--- config.mk ---
export PLATFORM = sky130hd
export DESIGN_NAME = fp_32_to_16_pipe_flat
export DESIGN_NICKNAME = d
export VERILOG_FILES = /design/src/rtl/fp_32_to_16_pipe_if.sv /design/src/rtl/fp_32_to_16_pipe.sv /design/src/flat_wrapper.sv
export SDC_FILE = /design/constraint.sdc
export NUM_CORES = 1
export LEC_CHECK = 0
export CAP_MARGIN = 5
export CORE_MARGIN = 1
export CORE_UTILIZATION = 43
export DETAILED_ROUTE_END_ITERATION = 7
export PLACE_DENSITY_LB_ADDON = 0.1
export SLEW_MARGIN = 15
export SYNTH_ARGS = -nofsm -noshare
export SYNTH_HDL_FRONTEND = slang
export SYNTH_SLANG_ARGS = --single-unit
--- constraint.sdc ---
create_clock -name clk_i -period 4.35 [get_ports clk_i]
set_clock_uncertainty 0.1 [all_clocks]
set_input_delay 0.6525 -clock clk_i [delete_from_list [all_inputs] [get_ports clk_i]]
set_output_delay 0.6525 -clock clk_i [all_outputs]
set_load 0.01 [all_outputs]
--- src/rtl/fp_32_to_16_pipe_if.sv ---
// Stream bundle for the binary32 -> binary16 converter: upstream word
// handshake plus downstream result handshake with per-result flags.
`timescale 1ns/1ps
interface fp_32_to_16_pipe_if;
  logic        valid_i;
  logic        ready_o;
  logic [31:0] operand_fp32_i;
  logic        valid_o;
  logic        ready_i;
  logic [15:0] result_o;
  logic        overflow_o;
  logic        underflow_o;
  logic        inexact_o;

  modport master (
    output valid_i, operand_fp32_i, ready_i,
    input  ready_o, valid_o, result_o, overflow_o, underflow_o, inexact_o
  );

  modport slave (
    input  valid_i, operand_fp32_i, ready_i,
    output ready_o, valid_o, result_o, overflow_o, underflow_o, inexact_o
  );
endinterface

--- src/rtl/fp_32_to_16_pipe.sv ---
// Elastic two-stage binary32 -> binary16 converter with round-to-nearest-even,
// per-result exception flags and software-clearable sticky flags.
`timescale 1ns/1ps
module fp_32_to_16_pipe (
  input  logic                  clk_i,
  input  logic                  rst_ni,
  fp_32_to_16_pipe_if.slave     bus,
  input  logic                  clear_flags_i,
  output logic                  sticky_overflow_o,
  output logic                  sticky_underflow_o,
  output logic                  sticky_inexact_o
);

  typedef enum logic [1:0] {CLS_ZERO, CLS_NAN, CLS_INF, CLS_FINITE} cls_t;

  logic               s1_valid;
  logic               s1_sign;
  cls_t               s1_cls;
  logic signed [9:0]  s1_e16;
  logic [23:0]        s1_sig;
  logic [3:0]         s1_shift;
  logic               s1_far;

  logic s2_can_load;
  logic in_fire;
  logic out_fire;

  assign s2_can_load = !bus.valid_o || bus.ready_i;
  assign bus.ready_o = !s1_valid || s2_can_load;
  assign in_fire     = bus.valid_i && bus.ready_o;
  assign out_fire    = bus.valid_o && bus.ready_i;

  logic [7:0]        in_exp;
  logic [22:0]       in_mant;
  logic signed [9:0] in_e16;
  logic signed [9:0] in_neg;
  cls_t              in_cls;

  assign in_exp  = bus.operand_fp32_i[30:23];
  assign in_mant = bus.operand_fp32_i[22:0];
  assign in_e16  = $signed({2'b00, in_exp}) - 10'sd112;
  // For tiny values the shift is 14 - e16; store it relative to 14 so it fits 4 bits.
  assign in_neg  = -in_e16;

  always_comb begin
    in_cls = CLS_FINITE;
    if (in_exp == 8'hFF)      in_cls = (|in_mant) ? CLS_NAN : CLS_INF;
    else if (in_exp == 8'h00) in_cls = CLS_ZERO;
  end

  always_ff @(posedge clk_i or negedge rst_ni) begin
    if (!rst_ni) begin
      s1_valid <= 1'b0;
      s1_sign  <= 1'b0;
      s1_cls   <= CLS_ZERO;
      s1_e16   <= '0;
      s1_sig   <= '0;
      s1_shift <= '0;
      s1_far   <= 1'b0;
    end else if (in_fire) begin
      s1_valid <= 1'b1;
      s1_sign  <= bus.operand_fp32_i[31];
      s1_cls   <= in_cls;
      s1_e16   <= in_e16;
      s1_sig   <= {in_exp != 8'h00, in_mant};
      s1_shift <= in_neg[3:0];
      s1_far   <= (in_neg >= 10'sd12);
    end else if (s2_can_load) begin
      s1_valid <= 1'b0;
    end
  end

  // Bits 35:26 hold the kept mantissa, bit 25 the guard, the rest feed sticky.
  logic [35:0] tiny_vec;
  assign tiny_vec = {s1_sig, 12'd0} >> s1_shift;

  logic [4:0]  exp5;
  logic [9:0]  m10;
  logic        guard_bit;
  logic        sticky_bit;
  logic [14:0] rounded;
  logic [15:0] res_d;
  logic        ovf_d;
  logic        unf_d;
  logic        inx_d;

  always_comb begin
    exp5       = '0;
    m10        = '0;
    guard_bit  = 1'b0;
    sticky_bit = 1'b0;
    rounded    = '0;
    res_d      = {s1_sign, 15'h0000};
    ovf_d      = 1'b0;
    unf_d      = 1'b0;
    inx_d      = 1'b0;
    case (s1_cls)
      CLS_NAN: res_d = {s1_sign, 5'h1F, 10'h200};
      CLS_INF: res_d = {s1_sign, 5'h1F, 10'h000};
      CLS_ZERO: begin
        inx_d = |s1_sig;
        unf_d = |s1_sig;
      end
      default: begin
        if (s1_e16 >= 10'sd31) begin
          res_d = {s1_sign, 5'h1F, 10'h000};
          ovf_d = 1'b1;
          inx_d = 1'b1;
        end else begin
          if (s1_e16 >= 10'sd1) begin
            exp5       = s1_e16[4:0];
            m10        = s1_sig[22:13];
            guard_bit  = s1_sig[12];
            sticky_bit = |s1_sig[11:0];
          end else if (s1_far) begin
            sticky_bit = 1'b1;
          end else begin
            m10        = tiny_vec[35:26];
            guard_bit  = tiny_vec[25];
            sticky_bit = |tiny_vec[24:0];
          end
          // Single 15-bit add lets a mantissa carry ripple into the exponent.
          rounded = {exp5, m10} + {14'd0, guard_bit & (sticky_bit | m10[0])};
          inx_d   = guard_bit | sticky_bit;
          unf_d   = (s1_e16 <= 10'sd0) & inx_d;
          if (rounded[14:10] == 5'h1F) begin
            res_d = {s1_sign, 5'h1F, 10'h000};
            ovf_d = 1'b1;
            inx_d = 1'b1;
          end else begin
            res_d = {s1_sign, rounded};
          end
        end
      end
    endcase
  end

  always_ff @(posedge clk_i or negedge rst_ni) begin
    if (!rst_ni) begin
      bus.valid_o     <= 1'b0;
      bus.result_o    <= '0;
      bus.overflow_o  <= 1'b0;
      bus.underflow_o <= 1'b0;
      bus.inexact_o   <= 1'b0;
    end else if (s2_can_load) begin
      bus.valid_o <= s1_valid;
      if (s1_valid) begin
        bus.result_o    <= res_d;
        bus.overflow_o  <= ovf_d;
        bus.underflow_o <= unf_d;
        bus.inexact_o   <= inx_d;
      end
    end
  end

  // A flag being set by a consumed result wins over a simultaneous clear.
  always_ff @(posedge clk_i or negedge rst_ni) begin
    if (!rst_ni) begin
      sticky_overflow_o  <= 1'b0;
      sticky_underflow_o <= 1'b0;
      sticky_inexact_o   <= 1'b0;
    end else begin
      sticky_overflow_o  <= (sticky_overflow_o  & ~clear_flags_i) | (out_fire & bus.overflow_o);
      sticky_underflow_o <= (sticky_underflow_o & ~clear_flags_i) | (out_fire & bus.underflow_o);
      sticky_inexact_o   <= (sticky_inexact_o   & ~clear_flags_i) | (out_fire & bus.inexact_o);
    end
  end

endmodule

--- src/flat_wrapper.sv ---
// flat-port wrapper written by rule: the top's interface ports become plain ports
module fp_32_to_16_pipe_flat 
  (clk_i, rst_ni, clear_flags_i, sticky_overflow_o, sticky_underflow_o, sticky_inexact_o, bus_valid_i, bus_operand_fp32_i, bus_ready_i, bus_ready_o, bus_valid_o, bus_result_o, bus_overflow_o, bus_underflow_o, bus_inexact_o);
  fp_32_to_16_pipe_if bus_i ();
  input  logic clk_i;
  input  logic rst_ni;
  input  logic clear_flags_i;
  output logic sticky_overflow_o;
  output logic sticky_underflow_o;
  output logic sticky_inexact_o;
  input wire logic [$bits(bus_i.valid_i)-1:0] bus_valid_i;
  input wire logic [$bits(bus_i.operand_fp32_i)-1:0] bus_operand_fp32_i;
  input wire logic [$bits(bus_i.ready_i)-1:0] bus_ready_i;
  output wire logic [$bits(bus_i.ready_o)-1:0] bus_ready_o;
  output wire logic [$bits(bus_i.valid_o)-1:0] bus_valid_o;
  output wire logic [$bits(bus_i.result_o)-1:0] bus_result_o;
  output wire logic [$bits(bus_i.overflow_o)-1:0] bus_overflow_o;
  output wire logic [$bits(bus_i.underflow_o)-1:0] bus_underflow_o;
  output wire logic [$bits(bus_i.inexact_o)-1:0] bus_inexact_o;
  assign bus_i.valid_i = bus_valid_i;
  assign bus_i.operand_fp32_i = bus_operand_fp32_i;
  assign bus_i.ready_i = bus_ready_i;
  assign bus_ready_o = bus_i.ready_o;
  assign bus_valid_o = bus_i.valid_o;
  assign bus_result_o = bus_i.result_o;
  assign bus_overflow_o = bus_i.overflow_o;
  assign bus_underflow_o = bus_i.underflow_o;
  assign bus_inexact_o = bus_i.inexact_o;
  fp_32_to_16_pipe u_core (.clk_i(clk_i), .rst_ni(rst_ni), .bus(bus_i), .clear_flags_i(clear_flags_i), .sticky_overflow_o(sticky_overflow_o), .sticky_underflow_o(sticky_underflow_o), .sticky_inexact_o(sticky_inexact_o));
endmodule
Word-level counts from Yosys, hierarchy flattened
Cells that the tools add are included.
- magnitude comparators: 4
- div/mod/pow operators: 0
- shift-type cells: 1
- equal/unequal tests: 4
- $mul: 0
- bitwise logic cells: 14
- reductions and logical operators: 17
- muxes and demuxes: 31
- $add $sub $neg: 3
- operators with widths (operator ; count):
    15-bit case mux with 3 select lines ; 1
    10-bit two-way mux ; 4
    36-bit by 4-bit >> shifter with 36-bit output ; 1
    15-bit two-way mux ; 2
    25-bit OR reduction ; 1
    24-bit OR reduction ; 1
    23-bit OR reduction ; 1
    1-bit two-way mux ; 16
    15-bit by 1-bit adder with 15-bit output ; 1
    5-bit two-way mux ; 3
    12-bit OR reduction ; 1
    10-bit by 2-bit >= comparator with 1-bit output, second input constant ; 1
    10-bit by 5-bit >= comparator with 1-bit output, second input constant ; 1
    10-bit by 6-bit >= comparator with 1-bit output, second input constant ; 1
    10-bit by 1-bit less-or-equal comparator with 1-bit output, second input constant ; 1
    10-bit negation ; 1
    8-bit by 7-bit subtractor with 9-bit output, second input constant ; 1
    1-bit AND ; 8
    8-bit == test, second input constant ; 1
    8-bit zero test ; 1
    8-bit nonzero test ; 1
    2-bit two-way mux ; 3
    5-bit == test, second input constant ; 1
    1-bit bitwise OR ; 5
    other kinds (12) ; 16
- memory bits (read-only): 0
- latch bits: 0
- register bits: 66
- output and inout port bits: 24
- input port bits: 37
- word-level logic and storage cells: 89
- memories kept: 0
- memory bits (writable): 0

Depth between registers and ports, before layout
- word-level depth: 13
- depth in mapped cells: 15
- mapped depth without buffers: 11

Least setup slack after synthesis
Ideal clock, no wire load.
- path kind: register -> register
- start: reg u_core.s1_shift[0]
- end: reg u_core.bus.result_o[3]
- library setup time: 122 ps
- arrival time: 3194 ps
- stages on the path, launching flop included: 15
- setup slack: 934 ps
- period minus slack after synthesis: 3416 ps
- buffers on the path: 3
- data required time: 4128 ps
- path through: dfrtp_1 > buf_6 > nor4_1 > a21oi_2 > buf_6 > nor4_1 > o31ai_1 > inv_1 > ha_1 > o221ai_2 > nor3_2 > xnor2_1 > or4_4 > buf_6 > a32o_1
- longest elaborated chain between the ends: 13
- elaborated cells on any way between the ends: 21
- those cells by class: add/sub (1); eq/ne (1); shift (1); mux (15); bitwise (2); reduce/logical (1)
- ends and longest elaborated chain (what ; RTL line ; RTL):
    from (decl) ; fp_32_to_16_pipe.sv:21 ; logic [3:0] s1_shift;
    from (signal assigned) ; fp_32_to_16_pipe.sv:66 ; s1_shift <= in_neg[3:0];
    36-bit by 4-bit >> shifter with 36-bit output * ; fp_32_to_16_pipe.sv:75 ; assign tiny_vec = {s1_sig, 12'd0} >> s1_shift;
    25-bit OR reduction ; fp_32_to_16_pipe.sv:120 ; sticky_bit = |tiny_vec[24:0];
    1-bit two-way mux ; fp_32_to_16_pipe.sv:115 ; end else if (s1_far) begin
    1-bit two-way mux ; fp_32_to_16_pipe.sv:110 ; if (s1_e16 >= 10'sd1) begin
    1-bit two-way mux ; fp_32_to_16_pipe.sv:105 ; if (s1_e16 >= 10'sd31) begin
    1-bit two-way mux ; fp_32_to_16_pipe.sv:97 ; case (s1_cls)
    1-bit bitwise OR ; fp_32_to_16_pipe.sv:123 ; rounded = {exp5, m10} + {14'd0, guard_bit & (sticky_bit | m10[0])};
    1-bit AND ; fp_32_to_16_pipe.sv:123 ;
    15-bit by 1-bit adder with 15-bit output * ; fp_32_to_16_pipe.sv:123 ;
    5-bit == test ; fp_32_to_16_pipe.sv:126 ; if (rounded[14:10] == 5'h1F) begin
    15-bit two-way mux * ; fp_32_to_16_pipe.sv:126 ;
    15-bit two-way mux * ; fp_32_to_16_pipe.sv:105 ;
    15-bit case mux with 3 select lines * ; fp_32_to_16_pipe.sv:97 ;
    to (signal assigned) ; fp_32_to_16_pipe.sv:148 ; bus.result_o <= res_d;
    to (decl) ; fp_32_to_16_pipe_if.sv:22 ; output ready_o, valid_o, result_o, overflow_o, underflow_o, inexact_o
Every way passes the cells marked *; elsewhere a longest branch is shown, timed or not. The select of a mux whose other input is x is not followed.
A chain may end at the register's enable or synchronous reset.

Worst setup path after layout
- start: reg u_core.s1_shift[2]
- end: reg u_core.bus.result_o[7]
Same word-level chain as after synthesis.

==> results.yml <==
floorplanning:
  die-area_um2: 10500
  start_util: 0.445
  coreArea_um2: 9770
  die_w_um: 103
  fp-row-count: 36
  io_pins: 61
  die_h_um: 103
critical_path:
  crit_family: "compound AO/OA/AOI/OAI gates"
  endpoint_kind: "flip-flop"
  crit_cells: 11
  worstPathArrival_ps: 3910
  ff2ff_setup_slack_ps: 580
  cp_max_fo: 21
  critPathLaunchType: "flip-flop"
  crit_path_max_incr_delay_ps: 750
  r2r_end: "u_core.bus.result_o[7]"
  worst-path-buf-inv: 1
  r2r_cells: 11
  critPathKind: "flip-flop to flip-flop"
  path_cells: "mux4_2 > mux2i_1 > nor4_1 > o31ai_1 > inv_1 > ha_1 > o221ai_2 > nor3_2 > xnor2_1 > or4_4 > a32o_1"
  required_ps: 4490
  crit_path_top_delay_cell: "dfrtp_1"
  r2r-start: "u_core.s1_shift[2]"
drt:
  vias_per_cell: 5.81
  ant_nets: 0
  top_layer_used: "met4"
  via_count: 3703
  drc_errors: 0
  wl_met1_um: 5150
  wl_met3_um: 397
  wire_per_inst_um: 17.2
  drt_first_pass_iters: 5
  drt_iter0_drc: 191
  wl_um: 10900
  wl_met2_um: 5170
cells_and_area:
  antenna_cells: 0
  final_core_util: 0.536
  final-seq-area_um2: 1600
  multi_input_area_um2: 2520
  synthToLayoutAreaGrowth_pct: 20.4
  nets: 545
  drive_gt1_frac: 0.137
  nFillCells: 923
synth:
  synth_commonest_cells: "dfrtp_1, mux2_2, nand2_1"
  syn-num-nets: 503
  synth-seq-cells: 64
  yosysTopAreaCell: "dfrtp_1"
  synthFlopType: "dfrtp_1"
  ys_seq_area_frac: 0.368
  synth_top_area_frac: 0.368
  ys_types: 59
  yosysMostFrequentCell: "dfrtp_1"
  synth_edf_count: 0
  avgSynthCellArea_um2: 9.52
  synthTopCellsByArea: "dfrtp_1, mux2_2, nor4_1, o21ai_0, xnor2_1"
  async_reset_ff_frac: 1.00
  synthCells: 457
  syn-cell-area_um2: 4350
  yosysWarnings: 0
timing:
  max_freq_mhz: 265
  worst_pin_slew_ps: 848
  max_slew_margin: 0.434
  finalCriticalPeriod_ps: 3770
  fin_ws_ps: 579
  finalHoldViolCount: 0
  tns_ps: 0
  maxSlewViolCount: 0
  holdWs_ps: 304
  fin_crit_sh: 0.867
  final-setup-viol-count: 0
  rsz0062_at_grt: "false"
power:
  intPower_w: 0.00140
  netSwitchingPower_w: 0.000743
  vdd_drop_max_mv: 0.167
  switching_share: 0.347
  combPwrFrac: 0.339
  leakagePower_nw: 2.05
  power_frac_seq: 0.386
  totalPowerFinal_w: 0.00214
  power.density_nw_per_um2: 409
  p_clk_frac: 0.275
clock_tree:
  clk_pin_slew_ps: 70
  cts_setup_buffers: 0
  cts-root-buf: "clkbuf_8"
  clock_sinks: 64
  htreeDepth: 3
  ctsResizeCount: 0
  cts.path.max_buffers: 2
  cts_buffers: 9
  clkLatencyLatePin_ps: 350
  postCtsHoldBufs: 0
  cts_tree: "built"
placement:
  place_ws_ps: 598
  port_buffers: 60
  dp_hpwl_um: 8170
  place.gp.congestion: 0.897
job:
  maxCapViolations: 0
status:
  outcome: "complete, no violations"
hold_path:
  hold_path.class: "input pin to async pin"
global_routing:
  grt_use_total: 0.222
  grt_pass1_wl_um: 17700
  grt_max_degree: 50
  grt.overflow.total: 0
  antenna_found_initial: 0
  grt_pass1_vias: 3518
worst max path at each step:
stage | startpoint | end | slack, ps
6_report | u_core.s1_shift[2] | u_core.bus.result_o[7] | 580
5_1_grt | u_core.s1_e16[7] | u_core.bus.result_o[7] | 280
4_1_cts | u_core.s1_shift[2] | u_core.bus.result_o[7] | 580
3_5_place_dp | u_core.s1_shift[2] | u_core.bus.result_o[7] | 600
3_3_place_gp | u_core.s1_shift[2] | u_core.bus.result_o[5] | 690
2_1_floorplan | u_core.s1_shift[0] | u_core.bus.result_o[3] | 930
through the flow:
step	instances	instance area, um^2
final	637	5240
after global routing	637	5240
after CTS	637	5240
after detailed placement	621	5010
after global placement	621	5010
after floorplan	457	4350
cell usage in the layout, fill, tap and decap left out, types with 10 or more instances in the layout:
cell and n:
clkdlybuf4s50_1 59, nand2_1 33, clkbuf_8 10, nor4_1 23, inv_1 14, a21oi_1 16
mux2i_1 13, nand3_1 13, dfrtp_1 64, nor2_1 32, xnor2_1 15, mux2_2 34
o21ai_0 28, nor3_1 17
kinds of logic after synthesis:
| logic type | after synthesis | synth area share |
|---|---|---|
| AND/OR/NAND/NOR | 157 | 0.186 |
| multiplexers | 55 | 0.163 |
| flip-flops | 64 | 0.368 |
| buffers and inverters | 49 | 0.0515 |
| adder cells (fa/ha/maj) | 9 | 0.0259 |
| XOR/XNOR | 18 | 0.0362 |
| AO/OA/AOI/OAI | 105 | 0.169 |
worst register-to-register path, delay by kind of cell (launching register included):
family,cells,cell delay [ps]
AOI/OAI and AO/OA,3,840
adders and majority gates,1,250
DFF,1,750
buffers and inverters,1,90
muxes,2,780
xor gates and xnor gates,1,140
and+or+nand+nor,3,720
registers in the layout, indices dropped and copies added, names as in the netlist, 2 cells and up:
register             cells
u_core.s1_sig           24
u_core.bus.result_o     16
u_core.s1_shift          4
u_core.s1_e16            8
u_core.s1_cls            2
layout make-up:
class,count,share of cell area
Timing Repair Buffer,66,0.127
Multi-Input combinational cell,344,0.482
Tap cell,133,0.0318
Clock buffer,10,0.0263
Inverter,14,0.0100
Clock inverter,6,0.0174
Sequential cell,64,0.306
routing by layer:
layer  GRT usage  vias up
met4      0.0868        0
met3      0.0366       17
met1       0.291     1787
met2       0.365       89
li1            -     1810
met5           0        -
power groups by stage:
stage / Clock, W / Combinational [W] / Sequential (W)
floorplan: 0 / 0.000510 / 0.000787
global placement: 0 / 0.000721 / 0.000836
detailed placement: 0 / 0.000726 / 0.000839
CTS: 0.000599 / 0.000729 / 0.000826
global route: 0.000625 / 0.000802 / 0.000843
finish: 0.000590 / 0.000726 / 0.000827
(Power assumes the default switching activity.)
